### src/rtl/csr_access_ctrl.sv
// ---------------------------------------------------------------------------
// csr_access_ctrl
//
// Sequences one CSR instruction at a time through the CSR register file and
// the combinational CSR execute datapath: read -> execute -> write-back ->
// response. The old CSR value is returned for rd. The shared register-file
// write port is arbitrated between instruction write-back and single-cycle
// trap-unit writes; a trap is only granted while the controller is idle, so
// an instruction in flight is never split by a trap write.
//
// Ports
//   clk, rst                 clock, asynchronous active-low reset
//   req_*                    instruction request from execute stage (valid/ready)
//   flush_i                  pipeline flush
//   resp_*                   response to consumer (valid/ready), old value + error
//   csr_raddr_o/csr_rdata_i  register-file read port (data one cycle later)
//   csr_wen_o/waddr/wdata    register-file write port
//   exe_*_o / exe_data*_i    operands to and result from the execute datapath
//   trap_*                   trap-unit write request and grant
// ---------------------------------------------------------------------------
module csr_access_ctrl #(
    parameter int XLEN      = 64,
    parameter int IMM_LEN   = 64,
    parameter int CSROP_LEN = 3,
    parameter int CSR_AW    = 12
) (
    input  logic                 clk,
    input  logic                 rst,
    input  logic                 req_valid_i,
    output logic                 req_ready_o,
    input  logic [CSR_AW-1:0]    req_addr_i,
    input  logic [CSROP_LEN-1:0] req_op_i,
    input  logic [XLEN-1:0]      req_rs1_i,
    input  logic [IMM_LEN-1:0]   req_imm_i,
    input  logic                 req_imm_valid_i,
    input  logic                 flush_i,
    output logic                 resp_valid_o,
    input  logic                 resp_ready_i,
    output logic [XLEN-1:0]      resp_rdata_o,
    output logic                 resp_err_o,
    output logic [CSR_AW-1:0]    csr_raddr_o,
    input  logic [XLEN-1:0]      csr_rdata_i,
    output logic                 csr_wen_o,
    output logic [CSR_AW-1:0]    csr_waddr_o,
    output logic [XLEN-1:0]      csr_wdata_o,
    output logic [XLEN-1:0]      exe_csr_data_o,
    output logic [XLEN-1:0]      exe_rs1_o,
    output logic [IMM_LEN-1:0]   exe_imm_o,
    output logic                 exe_imm_valid_o,
    output logic [CSROP_LEN-1:0] exe_op_o,
    input  logic [XLEN-1:0]      exe_data_i,
    input  logic                 exe_data_valid_i,
    input  logic                 trap_req_i,
    input  logic [CSR_AW-1:0]    trap_addr_i,
    input  logic [XLEN-1:0]      trap_wdata_i,
    output logic                 trap_gnt_o
);

    localparam logic [2:0] S_IDLE = 3'd0;
    localparam logic [2:0] S_RD   = 3'd1;
    localparam logic [2:0] S_EX   = 3'd2;
    localparam logic [2:0] S_WB   = 3'd3;
    localparam logic [2:0] S_RESP = 3'd4;

    logic [2:0]           state_q,     state_d;
    logic [CSR_AW-1:0]    addr_q,      addr_d;
    logic [CSROP_LEN-1:0] op_q,        op_d;
    logic [XLEN-1:0]      rs1_q,       rs1_d;
    logic [IMM_LEN-1:0]   imm_q,       imm_d;
    logic                 imm_valid_q, imm_valid_d;
    logic [XLEN-1:0]      old_q,       old_d;
    logic                 err_q,       err_d;

    logic in_idle_s;
    logic accept_s;
    logic illegal_s;
    logic wb_wen_s;

    // Handshake, arbitration and write-back qualifiers. Idle is gated with
    // rst so ready/grant drop immediately while reset is held.
    always_comb begin
        in_idle_s   = (rst == 1'b1) && (state_q == S_IDLE);
        trap_gnt_o  = in_idle_s & trap_req_i;
        req_ready_o = in_idle_s & ~trap_req_i & ~flush_i;
        accept_s    = req_valid_i & req_ready_o;
        // Address bits [11:10] == 2'b11 mark a read-only CSR.
        illegal_s   = (state_q == S_WB) && (addr_q[CSR_AW-1 -: 2] == 2'b11) && exe_data_valid_i;
        wb_wen_s    = (state_q == S_WB) && exe_data_valid_i && !illegal_s;
    end

    // Next-state and operand latch logic.
    always_comb begin
        state_d     = state_q;
        addr_d      = addr_q;
        op_d        = op_q;
        rs1_d       = rs1_q;
        imm_d       = imm_q;
        imm_valid_d = imm_valid_q;
        old_d       = old_q;
        err_d       = err_q;
        case (state_q)
            S_IDLE: begin
                if (accept_s) begin
                    addr_d      = req_addr_i;
                    op_d        = req_op_i;
                    rs1_d       = req_rs1_i;
                    imm_d       = req_imm_i;
                    imm_valid_d = req_imm_valid_i;
                    state_d     = S_RD;
                end else begin
                    state_d = S_IDLE;
                end
            end
            S_RD: begin
                if (flush_i) begin
                    state_d = S_IDLE;
                end else begin
                    state_d = S_EX;
                end
            end
            S_EX: begin
                // Register-file data for the address issued in RD arrives now.
                if (flush_i) begin
                    state_d = S_IDLE;
                end else begin
                    old_d   = csr_rdata_i;
                    state_d = S_WB;
                end
            end
            S_WB: begin
                // Flush is ignored here: the write commits with the instruction.
                err_d   = illegal_s;
                state_d = S_RESP;
            end
            S_RESP: begin
                if (flush_i || resp_ready_i) begin
                    state_d = S_IDLE;
                end else begin
                    state_d = S_RESP;
                end
            end
            default: begin
                state_d = S_IDLE;
            end
        endcase
    end

    // State and latch registers.
    always_ff @(posedge clk or negedge rst) begin
        if (!rst) begin
            state_q     <= S_IDLE;
            addr_q      <= '0;
            op_q        <= '0;
            rs1_q       <= '0;
            imm_q       <= '0;
            imm_valid_q <= 1'b0;
            old_q       <= '0;
            err_q       <= 1'b0;
        end else begin
            state_q     <= state_d;
            addr_q      <= addr_d;
            op_q        <= op_d;
            rs1_q       <= rs1_d;
            imm_q       <= imm_d;
            imm_valid_q <= imm_valid_d;
            old_q       <= old_d;
            err_q       <= err_d;
        end
    end

    // Write-port mux (trap wins; it can only be granted in idle) and outputs.
    always_comb begin
        csr_wen_o = trap_gnt_o | wb_wen_s;
        if (trap_gnt_o) begin
            csr_waddr_o = trap_addr_i;
            csr_wdata_o = trap_wdata_i;
        end else if (wb_wen_s) begin
            csr_waddr_o = addr_q;
            csr_wdata_o = exe_data_i;
        end else begin
            csr_waddr_o = '0;
            csr_wdata_o = '0;
        end
        resp_valid_o = (state_q == S_RESP);
        if (resp_valid_o) begin
            resp_rdata_o = old_q;
            resp_err_o   = err_q;
        end else begin
            resp_rdata_o = '0;
            resp_err_o   = 1'b0;
        end
        csr_raddr_o     = addr_q;
        exe_csr_data_o  = old_q;
        exe_rs1_o       = rs1_q;
        exe_imm_o       = imm_q;
        exe_imm_valid_o = imm_valid_q;
        exe_op_o        = op_q;
    end

endmodule

### config.mk
export PLATFORM = sky130hd
export DESIGN_NAME = csr_access_ctrl
export DESIGN_NICKNAME = d
export VERILOG_FILES = /design/src/rtl/csr_access_ctrl.sv
export SDC_FILE = /design/constraint.sdc
export NUM_CORES = 1
export LEC_CHECK = 0
export CORE_AREA = 3 3 274 276
export DETAILED_ROUTE_END_ITERATION = 7
export DIE_AREA = 0 0 277 279
export PLACE_DENSITY = 0.48
export SYNTH_ARGS = -nofsm -noshare
export SYNTH_HDL_FRONTEND = slang
export SYNTH_SLANG_ARGS = --single-unit
### constraint.sdc
create_clock -name clk -period 7.79 [get_ports clk]
set_input_delay 2.337 -clock clk [delete_from_list [all_inputs] [get_ports clk]]
set_output_delay 2.337 -clock clk [all_outputs]
set_load 0.03 [all_outputs]
==> results.md <==
* Status: finished clean
* Final hold slack at 500 ps
* Crit. Startpoint: rst
* R2r worst-path depth at 4
* Cell variety after synth at 24
* First-pass GRT wire length at 65600 microns
* Vias in the first global route at 8938
* Detail Route Antenna Nets at 0
* Final total power at 0.00543 W
* Initial antenna violation count at 16
* Largest family of logic cells by synthesized area: multiplexers
* DR WL/cell at 20.1 microns
* Setup crit start kind: input pin
* Worst min path class: reg2reg
* Mapped Nets at 984
* CP max stage cell: clkdlybuf4s50_1
* Post-synthesis sequential area ratio at 0.572
* DIE AREA at 77300 sq um
* Data arrival, critical path at 4550 ps
* Critical setup path kind: in2out
* #FFs+latches synth at 212
* Synth Flop Type: dfrtp_1
* CTS Buffer Depth at 3
* WL final at 46700 microns
* Vias at 8207
* Synth Area in Simple Gates at 0.0542
* PortBufs at 707
* Fin. max-slew vios at 0
* Post-DP HPWL at 38100 microns
* Async set-reset flop share out of synthesis at 1.00
* Row count at 99
* Clock sink count at 212
* GRT Util Overall at 0.114
* Syn Std Cell Area at 9270 sq um
* Maxcap violations at 0
* Max VDD drop at 0.000178 V
* Cts hold-fix bufs at 0
* H-tree levels at 1
* Compound-gate portion of the synthesized area at 0.0738
* Vias per cell at 3.53
* CP Cell Sequence: buf_8 > or3b_1 > nor3b_2 > buf_4 > a22o_1 > clkdlybuf4s50_1
* Data required time at the worst endpoint at 5450 ps
* Drt initial violations at 249
* Synth warnings at 0
* Worst R2R Start: state_q[1]
* Largest net degree at the start of global routing at 82
* Aggregate global routing overflow at 0
* Drt drc at 0
* Initial core utilization at 0.127
* Largest stage delay, worst path at 670 ps
* Post_cts resized at 0
* Number of fill cells at 7638
* Layout area overhead at 98.9%
* Reg2Reg Setup Slack at 5130 ps
* Setup Buffers After CTS at 0
* Pre-antenna DRT Iters at 4
* Lkg Pwr at 7.52 nW
* Min Clock Period, post-route at 6890 ps
* Crit path capture: csr_wdata_o[20]
* Gpl congestion at 0.851
* RSZ-0062 raised after global routing: no
* Syn Area/Cell at 14.7 sq um
* I/O pins at 708
* CTS buffer count at 28
* Period utilization at 0.884
* EDFF count, synth at 0
* Die Ht at 279 microns
* Root buf cell: clkbuf_16
* CTS tree: yes
* Clk pin slew, worst setup/hold paths at 60 ps
* Maximum fanout along the worst path at 52
* Slew headroom at 0.483
* Post-layout util at 0.253
* DIE WIDTH at 277 microns
* Synth Area in Adders at 0
* Setup tns final at 0 ps
* Post-synthesis mux area share at 0.272
* Slew @ Worst Pin at 775 ps
* Core area at 72800 sq um
* CP Capture Type: output pin
* Synth Area in XOR/XNOR at 0.000945
* NumNets Final at 1691
* Power per cell area at 294 nW/um^2
* Min-Delay Startpoint: exe_imm_o[39]
* Post-Synthesis Cells at 629
* Fraction of layout cells with a size suffix above 1 at 0.231
* Maximum clock rate at 0.145 GHz
* Clock skew at 13.3 ps
* Final hold vios at 0
* Final setup viols at 0
* FF-to-FF End: exe_rs1_o[23]
* Skew-Pair Late Insertion Delay at 560 ps
-- cell families (layout without fill, tap and decap cells) --
kind of cell	count (synthesis)	count (layout)
mux	208	208
xor+xnor	1	1
other cells	0	6
buf+inv	49	777
simple gates	81	81
flops	212	212
compound gates	78	78
-- cell usage after synthesis, types with 2 or more instances --
cell	count	area [sq um]
nor2_1	2	7.51
and2_1	65	407
mux2_4	49	736
mux2_2	159	1790
nor3b_1	2	15.0
nand2b_1	2	12.5
a32o_1	2	20.0
buf_2	13	65.1
clkbuf_1	27	101
buf_6	6	67.6
a22o_1	74	648
inv_1	3	11.3
nand2_1	3	11.3
dfrtp_1	212	5310
-- metal layers --
metal / up-vias / wire length (microns) / track usage
met2: 463 / 24600 / 0.211
li1: 3680 / - / -
met3: 60 / 4130 / 0.0391
met1: 4002 / 16600 / 0.122
met4: 2 / 1310 / 0.0368
met5: - / 13 / 0
-- cell type report --
cell class                 count  area (sq um)  area share
tap                          959          1200      0.0650
antenna                        6          15.0    0.000814
clock buffer                  42           855      0.0463
multi-input combinational    368          3760       0.204
clock inverter                 9          61.3     0.00332
timing repair buffer         723          7240       0.392
sequential                   212          5310       0.288
inverter                       3          11.3    0.000610
-- how the worst min path moves through the flow --
stage                          to  cells after the start  slack (ps)
floorplan                   err_q                      2         430
global placement    exe_imm_o[38]                      1         490
detailed placement  exe_imm_o[62]                      1         490
CTS                 exe_imm_o[33]                      1         510
global route        exe_imm_o[39]                      1         510
finish              exe_imm_o[39]                      1         500
-- stage by stage --
stage	setup slack [ps]	area (sq um)	cells
2_1_floorplan	1400	9270	629
3_3_place_gp	953	17500	2265
4_1_cts	906	18400	2316
5_1_grt	804	18400	2320
3_5_place_dp	899	17500	2265
6_report	904	18400	2322
-- layout by cell type, fill, tap and decap left out --
| cell type | count |
|---|---|
| inv_6 | 1 |
| clkbuf_1 | 5 |
| a211oi_4 | 1 |
| a32o_1 | 2 |
| clkbuf_16 | 29 |
| nor2_1 | 2 |
| clkinvlp_4 | 5 |
| and2_1 | 65 |
| buf_12 | 10 |
| or2_2 | 1 |
| clkbuf_8 | 8 |
| nor3b_2 | 2 |
| nand2b_1 | 2 |
| a22o_1 | 74 |
| nor4_2 | 1 |
| nor3_1 | 1 |
| dfrtp_1 | 212 |
| mux2_4 | 49 |
| buf_4 | 41 |
| nand2_1 | 3 |
| nand3b_1 | 1 |
| inv_1 | 3 |
| o41ai_1 | 1 |
| clkdlybuf4s50_1 | 671 |
| buf_8 | 1 |
| diode_2 | 6 |
| or4_4 | 1 |
| xnor2_1 | 1 |
| clkinv_2 | 3 |
| nor4b_2 | 1 |
| mux2_2 | 159 |
| or3b_1 | 1 |
-- critical path: cells and delay by family --
family | cells | cell delay [ps]
AOI/OAI and AO/OA | 1 | 250
buffers and inverters | 3 | 1290
and+or+nand+nor | 2 | 610
-- where the power goes --
| part | switching (W) | internal [W] | leakage [nW] |
|---|---|---|---|
| Clock | 0.000516 | 0.000754 | 0.438 |
| Combinational | 0.00124 | 0.00117 | 4.52 |
| Sequential | 0.000266 | 0.00148 | 2.56 |
-- state kept, by name, summed over array words and instances (netlist names) --
register         cells
exe_csr_data_o      64
exe_imm_o           64
exe_rs1_o           64
csr_raddr_o         12
exe_op_o             3
state_q              3
err_q                1
exe_imm_valid_o      1
No activity file was read; power rests on OpenSTA's default activity.
